### config.mk
export PLATFORM = sky130hd
export DESIGN_NAME = reg_wr_sched_flat
export DESIGN_NICKNAME = d
export VERILOG_FILES = /design/src/rtl/rf_pkg.sv /design/src/rtl/reg_wr_sched_if.sv /design/src/rtl/rr_arbiter.sv /design/src/rtl/reg_wr_sched.sv /design/src/flat_wrapper.sv
export SDC_FILE = /design/constraint.sdc
export NUM_CORES = 1
export LEC_CHECK = 0
export ABC_AREA = 0
export CAP_MARGIN = 10
export CORE_MARGIN = 5
export CORE_UTILIZATION = 54
export DETAILED_ROUTE_END_ITERATION = 7
export GPL_ROUTABILITY_DRIVEN = 0
export GPL_TIMING_DRIVEN = 0
export HOLD_SLACK_MARGIN = 0.05
export PLACE_DENSITY = 0.86
export REMOVE_ABC_BUFFERS = 1
export SLEW_MARGIN = 20
export SYNTH_ARGS = -nofsm -noshare
export SYNTH_HDL_FRONTEND = slang
export SYNTH_SLANG_ARGS = --single-unit
### constraint.sdc
create_clock -name clk -period 8.8 [get_ports clk]
set_clock_uncertainty 0.15 [all_clocks]
set_input_delay 1.76 -clock clk [delete_from_list [all_inputs] [get_ports clk]]
set_output_delay 1.76 -clock clk [all_outputs]
set_load 0.01 [all_outputs]
### src/rtl/rf_pkg.sv
// Shared register-file definitions.
// Holds the default address/data widths, the address/data types, the
// write-request record shared by writeback producers, and the holding-slot
// state encoding used by the write-port scheduler.
package rf_pkg;

  localparam int AW = 3;
  localparam int DW = 8;

  typedef logic [AW-1:0] rf_addr_t;
  typedef logic [DW-1:0] rf_data_t;

  typedef struct packed {
    logic     valid;
    rf_addr_t addr;
    rf_data_t data;
  } wr_req_t;

  typedef enum logic {
    SLOT_EMPTY = 1'b0,
    SLOT_HELD  = 1'b1
  } slot_state_t;

endpackage

### src/rtl/reg_wr_sched_if.sv
// Interface bundling the writeback request side and the register-file write
// port side of the write-port scheduler.
//   req_valid/req_addr/req_data : per-requester write presented
//   req_ready                   : per-requester holding slot can take a write
//   wr_en/wr_addr/wr_data       : registered register-file write port
//   pend_mask                   : registers with writes held or issuing
//   idle                        : nothing held and nothing issuing
// Modports: master = requesters + register file, slave = scheduler.
interface reg_wr_sched_if #(
  parameter int NREQ = 3,
  parameter int AW   = rf_pkg::AW,
  parameter int DW   = rf_pkg::DW
);

  logic [NREQ-1:0]         req_valid;
  logic [NREQ-1:0][AW-1:0] req_addr;
  logic [NREQ-1:0][DW-1:0] req_data;
  logic [NREQ-1:0]         req_ready;
  logic                    wr_en;
  logic [AW-1:0]           wr_addr;
  logic [DW-1:0]           wr_data;
  logic [(1<<AW)-1:0]      pend_mask;
  logic                    idle;

  modport master (
    output req_valid, req_addr, req_data,
    input  req_ready, wr_en, wr_addr, wr_data, pend_mask, idle
  );

  modport slave (
    input  req_valid, req_addr, req_data,
    output req_ready, wr_en, wr_addr, wr_data, pend_mask, idle
  );

endinterface

### src/rtl/rr_arbiter.sv
// Combinational round-robin arbiter.
//   req      in  : request vector
//   ptr      in  : highest-priority index this cycle
//   grant    out : one-hot grant (zero when no request)
//   next_ptr out : index after the granted one, or ptr when nothing granted
module rr_arbiter #(
  parameter int NREQ = 3,
  parameter int PW   = (NREQ > 1) ? $clog2(NREQ) : 1
) (
  input  logic [NREQ-1:0] req,
  input  logic [PW-1:0]   ptr,
  output logic [NREQ-1:0] grant,
  output logic [PW-1:0]   next_ptr
);

  int   idx;
  logic found;

  always_comb begin
    grant    = '0;
    next_ptr = ptr;
    found    = 1'b0;
    idx      = 0;
    // Walk the requesters starting at ptr, wrapping modulo NREQ.
    for (int k = 0; k < NREQ; k++) begin
      idx = int'(ptr) + k;
      if (idx >= NREQ) idx = idx - NREQ;
      if (!found && req[idx]) begin
        found      = 1'b1;
        grant[idx] = 1'b1;
        next_ptr   = (idx == NREQ - 1) ? '0 : PW'(idx + 1);
      end
    end
  end

endmodule

### src/rtl/reg_wr_sched.sv
// Register-file write-port scheduler.
// Holds one pending write per requester and serialises them onto the single
// register-file write port, one per cycle, in round-robin order. Exports a
// pending-register mask so decode can stall reads of in-flight registers.
//   clk, reset : clock, synchronous active-high reset
//   bus        : reg_wr_sched_if.slave (requests, write port, pend_mask, idle)
module reg_wr_sched
  import rf_pkg::*;
#(
  parameter int NREQ = 3,
  parameter int AW   = rf_pkg::AW,
  parameter int DW   = rf_pkg::DW
) (
  input  logic           clk,
  input  logic           reset,
  reg_wr_sched_if.slave  bus
);

  localparam int PW = (NREQ > 1) ? $clog2(NREQ) : 1;

  slot_state_t        slot_st_p0  [NREQ];
  slot_state_t        slot_nxt    [NREQ];
  logic [AW-1:0]      slot_addr_p0[NREQ];
  logic [DW-1:0]      slot_data_p0[NREQ];
  logic [NREQ-1:0]    slot_vld;
  logic [PW-1:0]      rr_ptr_p0;
  logic [PW-1:0]      rr_ptr_nxt;
  logic [NREQ-1:0]    grant;
  logic [NREQ-1:0]    ready;
  logic [NREQ-1:0]    accept;
  logic [AW-1:0]      gnt_addr;
  logic [DW-1:0]      gnt_data;
  logic               wr_en_p1;
  logic [AW-1:0]      wr_addr_p1;
  logic [DW-1:0]      wr_data_p1;
  logic [(1<<AW)-1:0] pend;

  always_comb begin
    for (int i = 0; i < NREQ; i++) slot_vld[i] = (slot_st_p0[i] == SLOT_HELD);
  end

  rr_arbiter #(.NREQ(NREQ), .PW(PW)) u_arb (
    .req      (slot_vld),
    .ptr      (rr_ptr_p0),
    .grant    (grant),
    .next_ptr (rr_ptr_nxt)
  );

  // A slot being granted this cycle can be refilled at the same edge.
  assign ready  = ~slot_vld | grant;
  assign accept = bus.req_valid & ready;

  // Slot FSM: a reload wins over the grant-clear, so a granted slot that is
  // refilled stays HELD with the new data.
  always_comb begin
    for (int i = 0; i < NREQ; i++) begin
      slot_nxt[i] = slot_st_p0[i];
      if (accept[i])     slot_nxt[i] = SLOT_HELD;
      else if (grant[i]) slot_nxt[i] = SLOT_EMPTY;
    end
  end

  // Grant is one-hot, so OR-ing the masked slots selects the winner.
  always_comb begin
    gnt_addr = '0;
    gnt_data = '0;
    for (int i = 0; i < NREQ; i++) begin
      if (grant[i]) begin
        gnt_addr = gnt_addr | slot_addr_p0[i];
        gnt_data = gnt_data | slot_data_p0[i];
      end
    end
  end

  // ---- stage p0: holding slots and round-robin pointer ----
  always_ff @(posedge clk) begin
    if (reset) begin
      for (int i = 0; i < NREQ; i++) slot_st_p0[i] <= SLOT_EMPTY;
      rr_ptr_p0 <= '0;
    end else begin
      for (int i = 0; i < NREQ; i++) slot_st_p0[i] <= slot_nxt[i];
      rr_ptr_p0 <= rr_ptr_nxt;
    end
  end

  // Slot payload is only loaded on a valid accept, so invalid-cycle X never
  // enters and stale payload is never issued without its HELD state.
  always_ff @(posedge clk) begin
    for (int i = 0; i < NREQ; i++) begin
      if (accept[i]) begin
        slot_addr_p0[i] <= bus.req_addr[i];
        slot_data_p0[i] <= bus.req_data[i];
      end
    end
  end

  // ---- stage p1: registered register-file write port ----
  always_ff @(posedge clk) begin
    if (reset) begin
      wr_en_p1   <= 1'b0;
      wr_addr_p1 <= '0;
      wr_data_p1 <= '0;
    end else begin
      wr_en_p1 <= |grant;
      if (|grant) begin
        wr_addr_p1 <= gnt_addr;
        wr_data_p1 <= gnt_data;
      end
    end
  end

  always_comb begin
    pend = '0;
    for (int i = 0; i < NREQ; i++) begin
      if (slot_vld[i]) pend[slot_addr_p0[i]] = 1'b1;
    end
    if (wr_en_p1) pend[wr_addr_p1] = 1'b1;
  end

  assign bus.req_ready = ready;
  assign bus.wr_en     = wr_en_p1;
  assign bus.wr_addr   = wr_addr_p1;
  assign bus.wr_data   = wr_data_p1;
  assign bus.pend_mask = pend;
  assign bus.idle      = ~(|slot_vld) & ~wr_en_p1;

endmodule
### src/flat_wrapper.sv
// flat-port wrapper written by rule: the top's interface ports become plain ports
module reg_wr_sched_flat import rf_pkg::*;
#(
  parameter int NREQ = 3,
  parameter int AW   = rf_pkg::AW,
  parameter int DW   = rf_pkg::DW
)
  (clk, reset, bus_req_valid, bus_req_addr, bus_req_data, bus_req_ready, bus_wr_en, bus_wr_addr, bus_wr_data, bus_pend_mask, bus_idle);
  reg_wr_sched_if #(.NREQ(NREQ), .AW(AW), .DW(DW)) bus_i ();
  input  logic clk;
  input  logic reset;
  input wire logic [$bits(bus_i.req_valid)-1:0] bus_req_valid;
  input wire logic [$bits(bus_i.req_addr)-1:0] bus_req_addr;
  input wire logic [$bits(bus_i.req_data)-1:0] bus_req_data;
  output wire logic [$bits(bus_i.req_ready)-1:0] bus_req_ready;
  output wire logic [$bits(bus_i.wr_en)-1:0] bus_wr_en;
  output wire logic [$bits(bus_i.wr_addr)-1:0] bus_wr_addr;
  output wire logic [$bits(bus_i.wr_data)-1:0] bus_wr_data;
  output wire logic [$bits(bus_i.pend_mask)-1:0] bus_pend_mask;
  output wire logic [$bits(bus_i.idle)-1:0] bus_idle;
  assign bus_i.req_valid = bus_req_valid;
  assign bus_i.req_addr = bus_req_addr;
  assign bus_i.req_data = bus_req_data;
  assign bus_req_ready = bus_i.req_ready;
  assign bus_wr_en = bus_i.wr_en;
  assign bus_wr_addr = bus_i.wr_addr;
  assign bus_wr_data = bus_i.wr_data;
  assign bus_pend_mask = bus_i.pend_mask;
  assign bus_idle = bus_i.idle;
  reg_wr_sched #(.NREQ(NREQ), .AW(AW), .DW(DW)) u_core (.clk(clk), .reset(reset), .bus(bus_i));
endmodule
# Word-level counts from Yosys, hierarchy flattened

Memories as Yosys holds them, arrays and structs flattened.
Index checks and enable logic that the tools add are counted.
Widths: inputs -> output; s select.

Register bits after elaboration: 14
Word-level logic and storage cells: 132
ROM bits: 0
Memories: 3
Bits in latches: 0
RAM bits: 36

Equality and inequality tests: 3
Shift operators: 0
Order comparisons: 17
Divide/modulo/power cells: 0
$add $sub $neg: 8
Multipliers: 0
Mux-type cells: 65
Bitwise operators: 18
Reductions and logical operators: 14

Memories:

| name                | depth | bits a word | rd ports | clocked after memory_dff | wr ports | line               | source |
|---|---|---|---|---|---|---|---|
| u_core.slot_data_p0 | 3     | 8           | 3        | 0                        | 3        | reg_wr_sched.sv:24 | `logic [DW-1:0] slot_data_p0[NREQ];` |
| u_core.slot_addr_p0 | 3     | 3           | 3        | 0                        | 3        | reg_wr_sched.sv:23 | `logic [AW-1:0] slot_addr_p0[NREQ];` |
| u_core.slot_st_p0   | 3     | 1           | 3        | 0                        | 3        | reg_wr_sched.sv:21 | `slot_state_t slot_st_p0 [NREQ];` |

Operators with widths:

| operator            | number |
|---|---|
| $eq 32x3->1 const B | 3 |
| $ge 32x1->1 const B | 3 |
| $lt 32x4->1 const B | 3 |
| $mux 32             | 3 |
| $mux 8              | 7 |
| $or 8x8->8          | 5 |
| $mux 1              | 33 |
| $mux 3              | 6 |
| $lt 3x4->1 const B  | 4 |
| $or 3x3->3          | 5 |
| $demux 1 s3         | 4 |
| $ge 3x1->1 const B  | 4 |
| $mux 2              | 6 |
| $logic_and 1x1->1   | 9 |
| $sub 3x2->4 const B | 2 |
| $add 2x2->2 const B | 3 |
| $bmux 1 s2          | 3 |
| $demux 1 s2         | 3 |
| $ge 3x2->1 const B  | 2 |
| $reduce_or 3->1     | 2 |
| $add 2x1->3 const B | 1 |
| $add 2x2->3 const B | 1 |
| $and 3x3->3         | 1 |
| $not 3->3           | 1 |
| 7 further kinds     | 11 |

# Depth between registers and ports, before layout

Gate-level depths: netlist (run 1).

Word-level depth: 17
Depth in mapped cells: 10

# By module

Synthesis (run 1) repeated with hierarchy kept, for this count alone.

Cells, all modules: 191
Area, all modules: 2333.5 µm²

Modules (own cells, without submodules):

| module       | cells each | area each (µm²) | instances |
|---|---|---|---|
| reg_wr_sched | 151        | 2050.7          | 1 |
| rr_arbiter   | 40         | 282.8           | 1 |

# Worst setup path before layout (run 1)

Ideal clock, no wire load.

Path type: reg2out
Start: reg u_core.rr_ptr_p0[1]
End: out bus_req_ready[2]
Path slack: 5.138 ns
Data arrival time: 1.752 ns
Buffers on the path: 1
Stages on the path, launching flop included: 8
Cell sequence: dfxtp_1 -> inv_1 -> ha_1 -> buf_6 -> nand2b_1 -> mux2_4 -> a211oi_4 -> o21ai_0

Longest elaborated chain between the ends: 13
Elaborated cells between the ends (all ways): 47
Classes of those cells: 5 x add/sub; 9 x order compare; 23 x mux; 3 x bitwise; 7 x reduce/logical

Ends and longest elaborated chain:

| element                                                              | line               | source |
|---|---|---|
| from (decl)                                                          | reg_wr_sched.sv:26 | `logic [PW-1:0] rr_ptr_p0;` |
| from (signal assigned)                                               | reg_wr_sched.sv:82 | `rr_ptr_p0 <= rr_ptr_nxt;` |
| parallel branches: the longest is 11 deep, another holds $ge 32x1->1 | n/a                |  |
| $mux 3 *                                                             | rr_arbiter.sv:28   | `if (!found && req[idx]) begin` |
| $or 3x3->3 *                                                         | reg_wr_sched.sv:50 | `assign ready = ~slot_vld \| grant;` |
| to (decl)                                                            | flat_wrapper.sv:15 | `output wire logic [$bits(bus_i.req_ready)-1:0] bus_req_ready;` |

Mark *: on every way between the ends. The select of a mux whose other input is x is not followed.

# Final worst setup path (run 1)

Start: reg u_core.rr_ptr_p0[0]
End: out bus_req_ready[0]

The elaborated chain is that of the path after synthesis.

==> results of run 1 <==
area by class of cell:
cell class	instances	area, um^2	area share
repair buffers	61	611	0.182
well taps	67	83.8	0.0250
clock inverters	2	38.8	0.0115
flip-flops and latches	50	1330	0.396
inverters	8	30.0	0.00894
clock buffers	6	82.6	0.0246
multi-input cells	152	1180	0.352
metal layers:
| metal | wire length, um | vias to the layer above | part of all wire | global-route usage |
|---|---|---|---|---|
| li1 | - | 970 | - | - |
| met4 | 46 | 0 | 0.0077 | 0.0557 |
| met1 | 2410 | 939 | 0.40 | 0.229 |
| met5 | 0 | - | 0 | 0 |
| met3 | 362 | 6 | 0.061 | 0.0418 |
| met2 | 3140 | 75 | 0.53 | 0.351 |
metrics by stage:
step / total power [uW] / setup slack, ns / cell area (um^2) / util
after global placement: 946 / 4.45 / 3230 / 0.683
after CTS: 1140 / 4.08 / 3360 / 0.710
after floorplan: 778 / 5.08 / 2530 / -
after global routing: 1200 / 3.97 / 3360 / 0.711
final: 1130 / 4.07 / 3360 / 0.711
after detailed placement: 969 / 4.42 / 3230 / 0.685
power groups by stage:
stage	logic [uW]	registers (uW)	clock network, uW
after floorplan	424	354	0
after global placement	592	354	0
after detailed placement	613	356	0
after CTS	619	351	170
after global routing	665	359	177
final	613	352	166
critical path, cell delays in order, from the launching register on:
cell and delay, ns:
dfxtp_1 0.40, inv_1 0.09, ha_1 0.60, mux2_4 0.36
o32a_4 0.40, nand3_1 0.12, clkdlybuf4s50_1 0.55
synthesized netlist by cell type, types with 2 or more instances:
master	n	area (um^2)
a21o_1	2	15.0
a21oi_1	5	25.0
a22oi_1	4	30.0
a22oi_2	10	125
a311oi_2	11	165
a31oi_1	5	31.3
a32oi_1	2	17.5
and2_1	3	18.8
buf_1	3	11.3
buf_2	3	15.0
buf_4	2	15.0
clkbuf_1	3	11.3
dfxtp_1	17	340
edfxtp_1	33	991
ha_1	4	50.1
inv_1	8	30.0
mux2_4	2	30.0
mux2i_1	2	20.0
nand2_1	20	75.1
nand2b_1	6	37.5
nand3_1	6	30.0
nand3b_1	5	37.5
nand4_1	2	12.5
nand4b_1	2	17.5
nor2_1	20	75.1
nor2_2	2	12.5
nor2b_1	6	37.5
o2111ai_1	3	26.3
o21ai_0	5	25.0
o221ai_1	2	17.5
o22a_1	3	26.3
o22ai_1	2	12.5
o311ai_0	2	17.5
logic make-up (layout without fill, tap and decap cells):
family,after synthesis,in the layout
AO/OA/AOI/OAI,65,65
adder cells (fa/ha/maj),4,4
buffers and inverters,22,77
flip-flops,50,50
multiplexers,5,5
AND/OR/NAND/NOR,78,78
state kept, by name, summed over array words and instances, names as in the netlist:
name	flops
u_core.bus.wr_addr	3
u_core.bus.wr_en	1
u_core.slot_data_p0	24
u_core.slot_st_p0	3
u_core.rr_ptr_p0	2
u_core.slot_addr_p0	9
u_core.bus.wr_data	8
worst paths after layout:
check | startpoint | end | slack, ns | cells past startpoint
worst min-delay path | u_core.bus.wr_data[1]$_SDFFE_PP0P_ | u_core.bus.wr_data[1]$_SDFFE_PP0P_ | 0.39 | 2
worst max-delay path | u_core.rr_ptr_p0[0]$_SDFFE_PP0P_ | bus_req_ready[0] | 4.07 | 6
worst max register to register | u_core.rr_ptr_p0[0]$_SDFFE_PP0P_ | u_core.bus.wr_data[2]$_SDFFE_PP0P_ | 5.76 | 8
worst min register to register | u_core.bus.wr_data[1]$_SDFFE_PP0P_ | u_core.bus.wr_data[1]$_SDFFE_PP0P_ | 0.39 | 2
==> results.md, run 1 <==
- Status: completed
- CP max FO: 14
- Post-Route WL: 5960 um
- Vias in the first global route: 1977
- Top_reg_cell synth: edfxtp_1
- Number of max-cap violations: 0
- Layout net count: 320
- Clk_lat worst skew: 0.30 ns
- Mux cell area share after synthesis: 0.0242
- ANT nets after route: 0
- RSZ-0062 raised after global routing: no
- Commonest cells after routing, fill and taps aside: 61 x clkdlybuf4s50_1, 33 x edfxtp_1, 20 x nand2_1, 19 x nor2_1, 17 x dfxtp_1
- CP Data Required Time: 6.89 ns
- Post-Layout Cell Count: 346
- VDD IR max: 0.194 mV
- Pwr dens: 337 nW/um^2
- Leakage: 0.00113 uW
- Max Buffers Root-to-Sink: 2
- Post-Synthesis Cells: 224
- Critical Path Sink Type: output pin
- #FFs+latches synth: 50
- CTS Hold Bufs: 0
- Ys async rst share: 0
- Fin Hold WS: 0.392 ns
- Largest net degree at the start of global routing: 24
- Worst setup SP type: flop
- Post-route DRC: 0
- Fill count: 335
- Buffers on Ports: 61
- Slew @ Worst Pin: 0.939 ns
- Area growth, synth to finish: 27.6%
- CTS clk-pin slew, worst paths: 0.08 ns
- Setup CP Type: flop to output pin
- Floorplan row count: 25
- Die Span Y: 79.8 um
- First drt pass iteration count: 4
- Wire per inst: 17.2 um
- Switch Pwr: 463 uW
- Comb power frac: 0.542
- Placed cells: 338
- Total negative setup slack: 0 ns
- Inserted Clock Buffers: 5
- Main combinational cell family by area after synthesis: compound AO/OA/AOI/OAI gates
- Post-synthesis compound-gate area fraction: 0.249
- Syn avg cell area: 11.8 um^2
- Synth Area in Adders: 0.0190
- Die W: 79.8 um
- Switching Fraction: 0.409
- Post-Syn Area: 2630 um^2
- H-tree depth: 2
- # diodes: 0
- Share of cells above drive strength 1: 0.151
- CTS root buffer: clkbuf_8
- Post-synth EDFFs: 33
- Clk pwr share: 0.147
- CTS tree: built
- Simple logic cell fraction of the synthesized area: 0.153
- Top Ports: 62
- # Post-CTS Setup Buffers: 0
- Synth unique cells: 52
- Initial DRC count: 117
- Period utilization: 0.537
- Xor/xnor share of the synthesized area: 0
- Fmax: 0.212 GHz
- Core box area: 4720 um^2
- Sequential element share of the synthesized area: 0.506
- Count of final max-slew check failures: 0
- Post-cts resize count: 0
- Relative slew slack: 0.372
- Crit path DAT: 2.82 ns
- Setup violations, final: 0
- Final Hold Viols: 0
- Initial antenna violation count: 0
- Cell internal pwr: 668 uW
- Final critical-path required period: 4.73 ns
- GRT Residual Overflow: 0
- Ys Warns: 0
- Number of vias per cell: 5.75
- Share of power burned in registers: 0.312
- GR Util All Layers: 0.194
- First-pass GRT wire length: 9510 um
- Via count: 1990
- DP Wirelength: 4350 um
- Min-delay worst type: flop to flop
- Starting density of the core: 0.557
- CTS sink cnt: 50
- Commonest non-fill, non-tap cell in the layout: clkdlybuf4s50_1
- Die area: 6370 um^2
No activity file was read; power rests on OpenSTA's default activity.
==> inputs of run 2 (changes only) <==
- CORE_UTILIZATION: 54 -> 50
- PLACE_DENSITY: 0.86 -> 0.8
- clock period: 8.8 -> 4.9 ns (I/O delays scaled with it)
==> results.md, run 2 (synthesis gave the netlist of run 1 again) <==
- Via count: 1993 (+0.15%)
- Clk_lat worst skew: 0.29 ns (about the same)
- Initial DRC count: 118 (+0.85%)
- Setup CP Type: flop to output pin
- Die Span Y: 82.6 um (+3.4%)
- Number of max-cap violations: 0 (unchanged)
- Share of cells above drive strength 1: 0.147 (-0.00358)
- Fmax: 0.253 GHz
- Crit-path slowest cell: ha_1
- Critical Path Sink Type: output pin
- Final Hold Viols: 0 (unchanged)
- Relative slew slack: 0.378 (+0.00605)
- Largest Register: u_core.slot_data_p0
- CP max FO: 14 (unchanged)
- Worst setup SP type: flop
- Post-layout util: 0.660 (-0.0505)
- RSZ-0062 raised after global routing: no
- # diodes: 0 (unchanged)
- Core box area: 5110 um^2 (+8.1%)
- Crit path DAT: 2.83 ns (about the same)
- Number of vias per cell: 5.71 (-0.71%)
- Top Ports: 62 (unchanged)
- First-pass GRT wire length: 9400 um (-1.1%)
- CTS clk-pin slew, worst paths: 0.09 ns (about the same)
- VDD IR max: 0.315 mV (+62%)
- Slew @ Worst Pin: 0.930 ns (-0.00905 ns)
- Vias in the first global route: 1968 (-0.46%)
- # Post-CTS Setup Buffers: 0 (unchanged)
- Period utilization: 0.808
- Commonest cells after routing, fill and taps aside: 61 x clkdlybuf4s50_1, 33 x edfxtp_1, 20 x nand2_1, 19 x nor2_1, 17 x dfxtp_1
- ANT nets after route: 0 (unchanged)
- CTS tree: built
- Total negative setup slack: 0 ns (unchanged)
- Pwr dens: 607 nW/um^2 (+80%)
- Leakage: 0.00113 uW (+0.35%)
- H-tree depth: 2 (unchanged)
- Post-Route WL: 5890 um (-1.1%)
- Buffers on Ports: 61 (unchanged)
- GR Util All Layers: 0.183 (-0.0110)
- Setup violations, final: 0 (unchanged)
- Starting density of the core: 0.515 (-0.0419)
- Status: completed
- Crit-path cells: inv_1 -> ha_1 -> mux2_4 -> o32a_4 -> nand3_1 -> clkdlybuf4s50_1
- CP max stage delay: 0.61 ns (about the same)
- DP Wirelength: 4290 um (-1.3%)
- Fin Hold WS: 0.389 ns (-0.00307 ns)
- Max Buffers Root-to-Sink: 2 (unchanged)
- CTS root buffer: clkbuf_8
- First drt pass iteration count: 4 (unchanged)
- Initial antenna violation count: 0 (unchanged)
- Floorplan row count: 26 (+4.0%)
- Post-cts resize count: 0 (unchanged)
- Die area: 6820 um^2 (+7.0%)
- Largest net degree at the start of global routing: 24 (unchanged)
- Layout net count: 320 (unchanged)
- Count of final max-slew check failures: 0 (unchanged)
- Min-delay worst type: flop to flop
- CP Data Required Time: 3.77 ns (-3.12 ns)
- CTS sink cnt: 50 (unchanged)
- CTS Hold Bufs: 0 (unchanged)
- Largest register FFs: 24 (unchanged)
- Inserted Clock Buffers: 5 (unchanged)
- Commonest non-fill, non-tap cell in the layout: clkdlybuf4s50_1
- Die W: 82.6 um (+3.4%)
- Fill count: 406 (+21%)
- GRT Residual Overflow: 0 (unchanged)
- Area growth, synth to finish: 28.1%
- Wire per inst: 16.9 um (-2.0%)
- Final critical-path required period: 3.96 ns
- Post-route DRC: 0 (unchanged)
[run 2: worst max-delay path, delay by kind of cell, from the launching register on]
family,cells,cell delay (ns)
buffers and inverters,2,0.63
adders and majority gates,1,0.61
AOI/OAI and AO/OA,1,0.40
DFF,1,0.39
muxes,1,0.36
and+or+nand+nor,1,0.14
[run 2: layout make-up]
type                    count  area [um^2]  area share
flip-flops and latches     50         1330       0.395
multi-input cells         152         1180       0.350
clock buffers               5         68.8      0.0204
well taps                  70         87.6      0.0260
clock inverters             3         63.8      0.0189
repair buffers             61          611       0.181
inverters                   8         30.0     0.00890
[run 2: worst paths after layout]
check / startpoint / cells past startpoint / to / slack [ns]
setup reg to reg: u_core.rr_ptr_p0[0]$_SDFFE_PP0P_ / 5 / u_core.slot_data_p0[0][0]$_DFFE_PP_ / 1.89
hold / removal: u_core.bus.wr_data[4]$_SDFFE_PP0P_ / 2 / u_core.bus.wr_data[4]$_SDFFE_PP0P_ / 0.39
setup / recovery: u_core.rr_ptr_p0[0]$_SDFFE_PP0P_ / 6 / bus_req_ready[0] / 0.94
hold reg to reg: u_core.bus.wr_data[4]$_SDFFE_PP0P_ / 2 / u_core.bus.wr_data[4]$_SDFFE_PP0P_ / 0.39
[run 2: report_power, final]
part | internal [uW] | switching, uW
sequential | 549 | 84.7
combinational | 483 | 602
clock | 202 | 126
total | 1230 | 812
[run 2: metrics by stage]
stage	setup WS (ns)	cells	total power (uW)	cell area, um^2
after global routing	0.766	349	2180	3370
after floorplan	1.96	210	1400	2530
final	0.940	349	2050	3370
after detailed placement	1.28	341	1730	3240
after global placement	1.31	341	1700	3230
after CTS	0.930	349	2060	3370
[run 2: metal layers]
metal / vias up / routed length (um) / GRT usage / share of wire
met1: 950 / 2440 / 0.214 / 0.41
met4: 0 / 68 / 0.0425 / 0.012
met3: 7 / 418 / 0.0445 / 0.071
li1: 966 / - / - / -
met2: 70 / 2970 / 0.335 / 0.50
met5: - / 0 / 0 / 0
